--- src/rtl/pipeline_pkg.sv ---
// Shared pipeline definitions: depth limit, perf readout struct and pointer sizing helper.
package pipeline_pkg;

   localparam int PIPE_MAX_DEPTH  = 8;
   localparam int PIPE_PERF_CSR_W = 32;

   typedef struct packed {
      logic [PIPE_PERF_CSR_W-1:0] stall_cnt;
      logic [PIPE_PERF_CSR_W-1:0] flush_cnt;
   } pipe_perf_t;

   // A single-entry buffer still needs a 1-bit pointer to keep the vectors legal.
   function automatic int pipe_ptr_w(input int depth);
      return (depth > 1) ? $clog2(depth) : 1;
   endfunction

endpackage

--- src/rtl/pipe_reg_elastic_sat_counter.sv ---
// Saturating up-counter with asynchronous active-low reset; holds at all-ones.
module sat_counter
   import pipeline_pkg::*;
#(
   parameter int W = 32
) (
   input  logic         clk_i,
   input  logic         rst_ni,
   input  logic         inc_i,
   output logic [W-1:0] cnt_o
);

   logic [W-1:0] r_cnt;

   always_ff @(posedge clk_i or negedge rst_ni) begin
      if (!rst_ni) begin
         r_cnt <= '0;
      end else if (inc_i && (r_cnt != '1)) begin
         r_cnt <= r_cnt + 1'b1;
      end
   end

   assign cnt_o = r_cnt;

endmodule

--- src/rtl/pipe_reg_elastic.sv ---
// Elastic valid/ready pipeline register: DEPTH-entry circular buffer with synchronous flush.
// Define PIPE_REG_PERF_EN to add saturating stall/flush performance counters.
module pipe_reg_elastic
   import pipeline_pkg::*;
#(
   parameter int WIDTH = 64,
   parameter int DEPTH = 2,
   parameter int CNT_W = 32
) (
   input  logic                       clk_i,
   input  logic                       rst_ni,
   input  logic                       flush_i,
   input  logic                       valid_i,
   output logic                       ready_o,
   input  logic [WIDTH-1:0]           data_i,
   output logic                       valid_o,
   input  logic                       ready_i,
   output logic [WIDTH-1:0]           data_o,
   output logic [$clog2(DEPTH+1)-1:0] count_o
`ifdef PIPE_REG_PERF_EN
   ,
   output logic [CNT_W-1:0]           stall_cnt_o,
   output logic [CNT_W-1:0]           flush_cnt_o
`endif
);

   localparam int CW = $clog2(DEPTH + 1);
   localparam int PW = pipe_ptr_w(DEPTH);

   if (DEPTH < 1 || DEPTH > PIPE_MAX_DEPTH || CNT_W < 1) begin : g_bad_cfg
      $fatal(1, "pipe_reg_elastic: DEPTH must be 1..%0d and CNT_W >= 1", PIPE_MAX_DEPTH);
   end

   function automatic logic [PW-1:0] ptr_inc(input logic [PW-1:0] p);
      return (p == PW'(DEPTH - 1)) ? '0 : p + 1'b1;
   endfunction

   logic [WIDTH-1:0] r_mem [DEPTH];
   logic [PW-1:0]    r_rd_ptr;
   logic [PW-1:0]    r_wr_ptr;
   logic [CW-1:0]    r_count;

   logic w_ready;
   logic w_valid;
   logic w_push;
   logic w_pop;

   // ready depends only on occupancy, so ready_i never reaches ready_o combinationally.
   assign w_ready = (r_count != CW'(DEPTH));
   assign w_valid = (r_count != '0);
   assign w_push  = valid_i && w_ready && !flush_i;
   assign w_pop   = w_valid && ready_i;

   always_ff @(posedge clk_i or negedge rst_ni) begin
      if (!rst_ni) begin
         r_rd_ptr <= '0;
         r_wr_ptr <= '0;
         r_count  <= '0;
      end else if (flush_i) begin
         r_rd_ptr <= '0;
         r_wr_ptr <= '0;
         r_count  <= '0;
      end else begin
         if (w_push) r_wr_ptr <= ptr_inc(r_wr_ptr);
         if (w_pop)  r_rd_ptr <= ptr_inc(r_rd_ptr);
         if (w_push && !w_pop) begin
            r_count <= r_count + 1'b1;
         end else if (!w_push && w_pop) begin
            r_count <= r_count - 1'b1;
         end
      end
   end

   // Payload storage is deliberately unreset; the zeroed output when empty hides stale data.
   always_ff @(posedge clk_i) begin
      if (w_push) r_mem[r_wr_ptr] <= data_i;
   end

   assign ready_o = w_ready;
   assign valid_o = w_valid;
   assign data_o  = w_valid ? r_mem[r_rd_ptr] : '0;
   assign count_o = r_count;

`ifdef PIPE_REG_PERF_EN
   logic w_stall_inc;
   logic w_flush_inc;

   assign w_stall_inc = w_valid && !ready_i;
   assign w_flush_inc = flush_i && w_valid;

   sat_counter #(.W(CNT_W)) u_stall_cnt (
      .clk_i  (clk_i),
      .rst_ni (rst_ni),
      .inc_i  (w_stall_inc),
      .cnt_o  (stall_cnt_o)
   );

   sat_counter #(.W(CNT_W)) u_flush_cnt (
      .clk_i  (clk_i),
      .rst_ni (rst_ni),
      .inc_i  (w_flush_inc),
      .cnt_o  (flush_cnt_o)
   );
`endif

endmodule

--- config.mk ---
export PLATFORM = sky130hd
export DESIGN_NAME = pipe_reg_elastic
export DESIGN_NICKNAME = d
export VERILOG_FILES = /design/src/rtl/pipeline_pkg.sv /design/src/rtl/pipe_reg_elastic_sat_counter.sv /design/src/rtl/pipe_reg_elastic.sv
export SDC_FILE = /design/constraint.sdc
export NUM_CORES = 1
export LEC_CHECK = 0
export BUFFER_PORTS_ARGS = -buffer_cell sky130_fd_sc_hd__buf_2
export CORE_MARGIN = 2
export CORE_UTILIZATION = 45
export DETAILED_ROUTE_END_ITERATION = 6
export PLACE_DENSITY = 0.7
export SLEW_MARGIN = 0
export SYNTH_ARGS = -nofsm -noshare
export SYNTH_HDL_FRONTEND = slang
export SYNTH_HIERARCHICAL = 1
export SYNTH_SLANG_ARGS = --single-unit
export TNS_END_PERCENT = 30
--- constraint.sdc ---
create_clock -name clk_i -period 9.9 [get_ports clk_i]
set_input_delay 1.98 -clock clk_i [delete_from_list [all_inputs] [get_ports clk_i]]
set_output_delay 1.98 -clock clk_i [all_outputs]
set_load 0.01 [all_outputs]
==> flow_summary.toml, run 1 <==
[global_routing]
antenna_found_initial = 2
globalRouteTotalUtil_pct = 15.79
grt_pass1_wl_microns = 13820
grt_start_max_net_pins = 66
grt_pass1_vias = 2933
grt_overflow = 0

[job]
cap_violations = 0

[setup_path]
path_max_fanout = 65
reg2reg_depth = 5
critPathCaptureType = "output pin"
critPathKind = "reg -> out"
reg2reg_from = "count_o[1]"
rrSetupSlack_ns = 7.92
crit_path_end = "data_o[11]"
cp-start-kind = "flip-flop"
crit_required_ns = 7.92
crit-reg2reg-capture = "r_mem[1][49]"
cp.arrival_ns = 2.30
critical_path.startpoint = "r_rd_ptr"

[sta]
clock_skew_ns = 0.004047
relSlewSlack_pct = 21.87
tns_ns = 0
tightest_slew_ns = 1.172
finalCritPeriodShare_pct = 43.25
fin_crit_ns = 4.282
clock.fmax_ghz = 0.2335
hold_viol_final = 0
slew_violations = 0
setup_ws_ns = 5.618
setup_viol = 0
rsz0062_at_grt = "no"

[detailed_routing]
routed_via_density = 4.858
vias = 2900
wl_microns = 9138
drc = 0
dr.pass1.iters = 4
drt_iter0_drc = 91
wl_per_cell_microns = 15.31
ant_nets = 0

[logic_synthesis]
ys_seq_elements = 132
synth.top_cell.area_share_pct = 76.21
syn_avg_cell_area_sq_um = 16.98
synthTopCellsByArea = "edfxtp_1 (76%), mux2i_1 (13%), nor2_1 (4.9%)"
synth_cells = 297
netlist_area_sq_um = 5044
yosysUniqueCellTypes = 21
seq_area_frac_synth_pct = 78.19
syn-num-nets = 366
ys_warn_count = 6
yosys.area.top_type = "edfxtp_1"

[floorplanning]
die-area_sq_um = 12070
die_h_microns = 109.9
die_w_microns = 109.9
io_pins = 137
core_sq_um = 10890
core.rowCount = 38
initial_core_util_pct = 46.32

[placed_design]
dp_hpwl_microns = 5640
port_buffers = 136
place_ws_ns = 6.136
place_congestion = 0.8053
placed_area_sq_um = 5874

[cells_and_area]
fin_util_pct = 58.94
area_growth_pct = 27.24
fin_area_sq_um = 6417
fill_cells = 870
drive_gt1_share_pct = 38.16
multi_input_area_sq_um = 1022
nets = 512
area.sequential_sq_um = 3948

[cts]
cts_setup_buffers = 0
cts_tree = "yes"
cts_resized = 0
cts_hold_buf = 0
clockBufferDepth = 2
clock-root-buffer = "clkbuf_8"
numCtsBuffers = 17
clk_pin_slew_ns = 0.06
clock-sinks = 132
h-tree-depth = 4
clk_latency_ns = 0.50

[min_path]
hp-start = "r_wr_ptr"
hold_class = "reg -> reg"

[power_and_ir_drop]
powerDensity_nw_per_um2 = 207.2
p_leak_nw = 2.459
p_total_mw = 1.330
peakVddDrop_mv = 0.1107

[outcome]
outcome = "complete, no violations"
-- through the flow --
step                      hold WS (ns)  std cells
after CTS                       0.6012        596
after floorplan                 0.5295        297
final                           0.6029        597
after global placement          0.5636        564
after detailed placement        0.5933        564
after global routing            0.6358        597
-- cells in the mapped netlist, drive strengths merged --
library cell  number
edfxtp           128
nor2              66
mux2i             65
buf               13
a21oi              4
dfrtp              4
inv                3
nor3b              2
o21ai              2
a21o               1
clkbuf             1
nand2              1
nand3b             1
nor2b              1
nor3               1
o211ai             1
or2                1
or3                1
xor2               1
-- sequential cells by signal (all words and copies together) (netlist names) --
register	cells
r_rd_ptr	1
count_o	2
r_mem	128
r_wr_ptr	1
-- worst max-delay path, cell delays in order (launching register included) --
cell     delay [ns]
dfrtp_4        1.18
mux2i_1        0.31
nor2_1         0.07
buf_2          0.17
-- cell type report --
cell class	instances	share of cell area, %
Clock inverter	11	1.735
Inverter	3	0.1755
Multi-Input combinational cell	148	15.93
Antenna cell	1	0.03899
Clock buffer	21	6.687
Timing Repair Buffer	141	11.19
Tap cell	140	2.730
Sequential cell	132	61.51
-- logic make-up after synthesis --
| kind of cell | count (synthesis) | share of synthesized area [%] |
|---|---|---|
| and+or+nand+nor | 74 | 5.954 |
| AOI/OAI and AO/OA | 8 | 0.8932 |
| xor gates and xnor gates | 1 | 0.1737 |
| DFF | 132 | 78.19 |
| buffers and inverters | 17 | 1.885 |
| muxes | 65 | 12.90 |
-- where the power goes --
group	switching (mW)	internal [mW]
Sequential	0.0183	0.637
Clock	0.212	0.354
Combinational	0.0590	0.0501
-- routing by layer --
metal	routed length [microns]	global-route usage, %	vias to the layer above
li1	-	-	1393
met1	3704	17.53	1389
met2	4648	26.42	106
met3	634	5.809	12
met4	150	8.318	0
met5	0	0	-
-- worst min path at each step --
stage / to / slack (ns) / depth (start not counted)
global placement: r_wr_ptr / 0.56 / 2
floorplan: r_wr_ptr / 0.53 / 2
finish: r_wr_ptr / 0.60 / 2
global route: r_wr_ptr / 0.64 / 2
CTS: r_wr_ptr / 0.60 / 2
detailed placement: r_wr_ptr / 0.59 / 2
-- placed cells by master, fill, tap and decap left out, types with 2 or more instances in the layout --
cell type,instances
buf_2,136
edfxtp_1,128
clkbuf_16,16
clkinvlp_4,2
mux2i_1,65
o21ai_0,2
bufinv_16,2
clkinv_1,2
nor2_1,65
a21oi_1,4
inv_2,2
dfrtp_1,3
clkinv_2,4
buf_4,5
clkbuf_1,4
(Power assumes the default switching activity.)
==> run 2, diff against run 1 <==
==> constraint.sdc (replaced) <==
create_clock -name clk_i -period 4.1 [get_ports clk_i]
set_input_delay 0.82 -clock clk_i [delete_from_list [all_inputs] [get_ports clk_i]]
set_output_delay 0.82 -clock clk_i [all_outputs]
set_load 0.01 [all_outputs]
==> flow_summary.toml, run 2 (synthesis results as in run 1) <==
[sta]
finalCritPeriodShare_pct = 74.66
rsz0062_at_grt = "no"
tns_ns = 0
setup_viol = 0
slew_violations = 0
hold_viol_final = 0
tightest_slew_ns = 1.149
fin_crit_ns = 3.061
relSlewSlack_pct = 23.42
hold_ws_ns = 0.1126
clock.fmax_ghz = 0.3267
clock_skew_ns = 0.004507

[placed_design]
place_congestion = 0.7276
dp_hpwl_microns = 5870
port_buffers = 136

[setup_path]
cp.arrival_ns = 2.24
critPathKind = "reg -> out"
critPathCaptureType = "output pin"
cp-start-kind = "flip-flop"
crit_required_ns = 3.28
path_max_fanout = 65

[cts]
numCtsBuffers = 17
h-tree-depth = 4
clock-root-buffer = "clkbuf_8"
cts_hold_buf = 0
clk_latency_ns = 0.50
cts_setup_buffers = 0
clk_pin_slew_ns = 0.05
cts_tree = "yes"
clock-sinks = 132
cts_resized = 0
clockBufferDepth = 2

[outcome]
outcome = "complete, no violations"

[power_and_ir_drop]
peakVddDrop_mv = 0.3158
swShare_pct = 20.99
power.share.clock_pct = 44.6
power.share.sequential_pct = 47.4
switchingPower_mw = 0.6995
p_leak_nw = 2.496
p_int_mw = 2.634
powerDensity_nw_per_um2 = 514.9
p_comb_share_pct = 8.0

[global_routing]
grt_pass1_vias = 2927
grt_overflow = 0
globalRouteTotalUtil_pct = 15.92
antenna_found_initial = 0
grt_pass1_wl_microns = 14070
grt_start_max_net_pins = 66

[floorplanning]
die_w_microns = 109.9
core.rowCount = 38
die-area_sq_um = 12070
die_h_microns = 109.9
initial_core_util_pct = 46.32
io_pins = 137
core_sq_um = 10890

[detailed_routing]
dr.pass1.iters = 4
ant_nets = 0
routed_via_density = 4.831
drc = 0
wl_microns = 9358
vias = 2884
wl_per_cell_microns = 15.68
drt_iter0_drc = 86

[cells_and_area]
largest-register = "r_mem"
nets = 513
antenna-diode-count = 0
drive_gt1_share_pct = 38.29
area_growth_pct = 28.36
final_cell_mix = "buf_2 (136), edfxtp_1 (128), mux2i_1 (65), nor2_1 (65), clkbuf_16 (16)"
largest_reg_flops = 128
final_common_cell = "buf_2"

[min_path]
hold_class = "in -> async"

[job]
cap_violations = 0
run 2: worst paths after layout:
check	start	cells after the start	slack, ns	to
setup / recovery	r_rd_ptr	3	1.04	data_o[41]
hold / removal	rst_ni	1	0.11	count_o[0]
setup reg to reg	count_o[1]	5	2.22	r_mem[1][0]
hold reg to reg	r_wr_ptr	2	0.61	r_wr_ptr
max in group asynchronous	rst_ni	1	3.85	r_rd_ptr
min in group clk_i	data_i[7]	1	0.51	r_mem[1][7]
run 2: per-layer routing:
metal / vias up / track usage, % / wire length [microns]
met5: - / 0 / 0
met4: 0 / 6.510 / 109
li1: 1395 / - / -
met3: 8 / 5.335 / 566
met1: 1389 / 18.37 / 3874
met2: 92 / 27.17 / 4808
run 2: final cells by class:
type                            instances  area, sq um
Multi-Input combinational cell        148         1028
Fill cell                             871         4414
Tap cell                              140        175.2
Sequential cell                       132         3948
Inverter                                3        11.26
Clock inverter                         13        163.9
Clock buffer                           19        421.7
Timing Repair Buffer                  142        725.7
run 2: through the flow:
| step | std cells | utilization [%] | worst slack [ns] | cell area [sq um] | total power, mW |
|---|---|---|---|---|---|
| after detailed placement | 565 | 54.08 | 1.504 | 5888 | 1.882 |
| after global routing | 597 | 59.46 | 0.8689 | 6474 | 3.456 |
| after global placement | 565 | 54.08 | 1.512 | 5888 | 1.874 |
| final | 597 | 59.46 | 1.039 | 6474 | 3.333 |
| after CTS | 597 | 59.46 | 0.9599 | 6474 | 3.370 |
| after floorplan | 297 | - | -1.750 | 5049 | 1.756 |
run 2: critical path: stages (launching register included):
cell and delay, ns:
dfrtp_4 1.19, mux2i_1 0.28, nor2_1 0.08, buf_2 0.16
run 2: power by group through the flow:
stage	combinational [mW]	clock, mW	sequential, mW
after floorplan	0.175	0	1.58
after global placement	0.267	0	1.61
after detailed placement	0.272	0	1.61
after CTS	0.273	1.51	1.58
after global routing	0.297	1.57	1.59
final	0.266	1.49	1.58
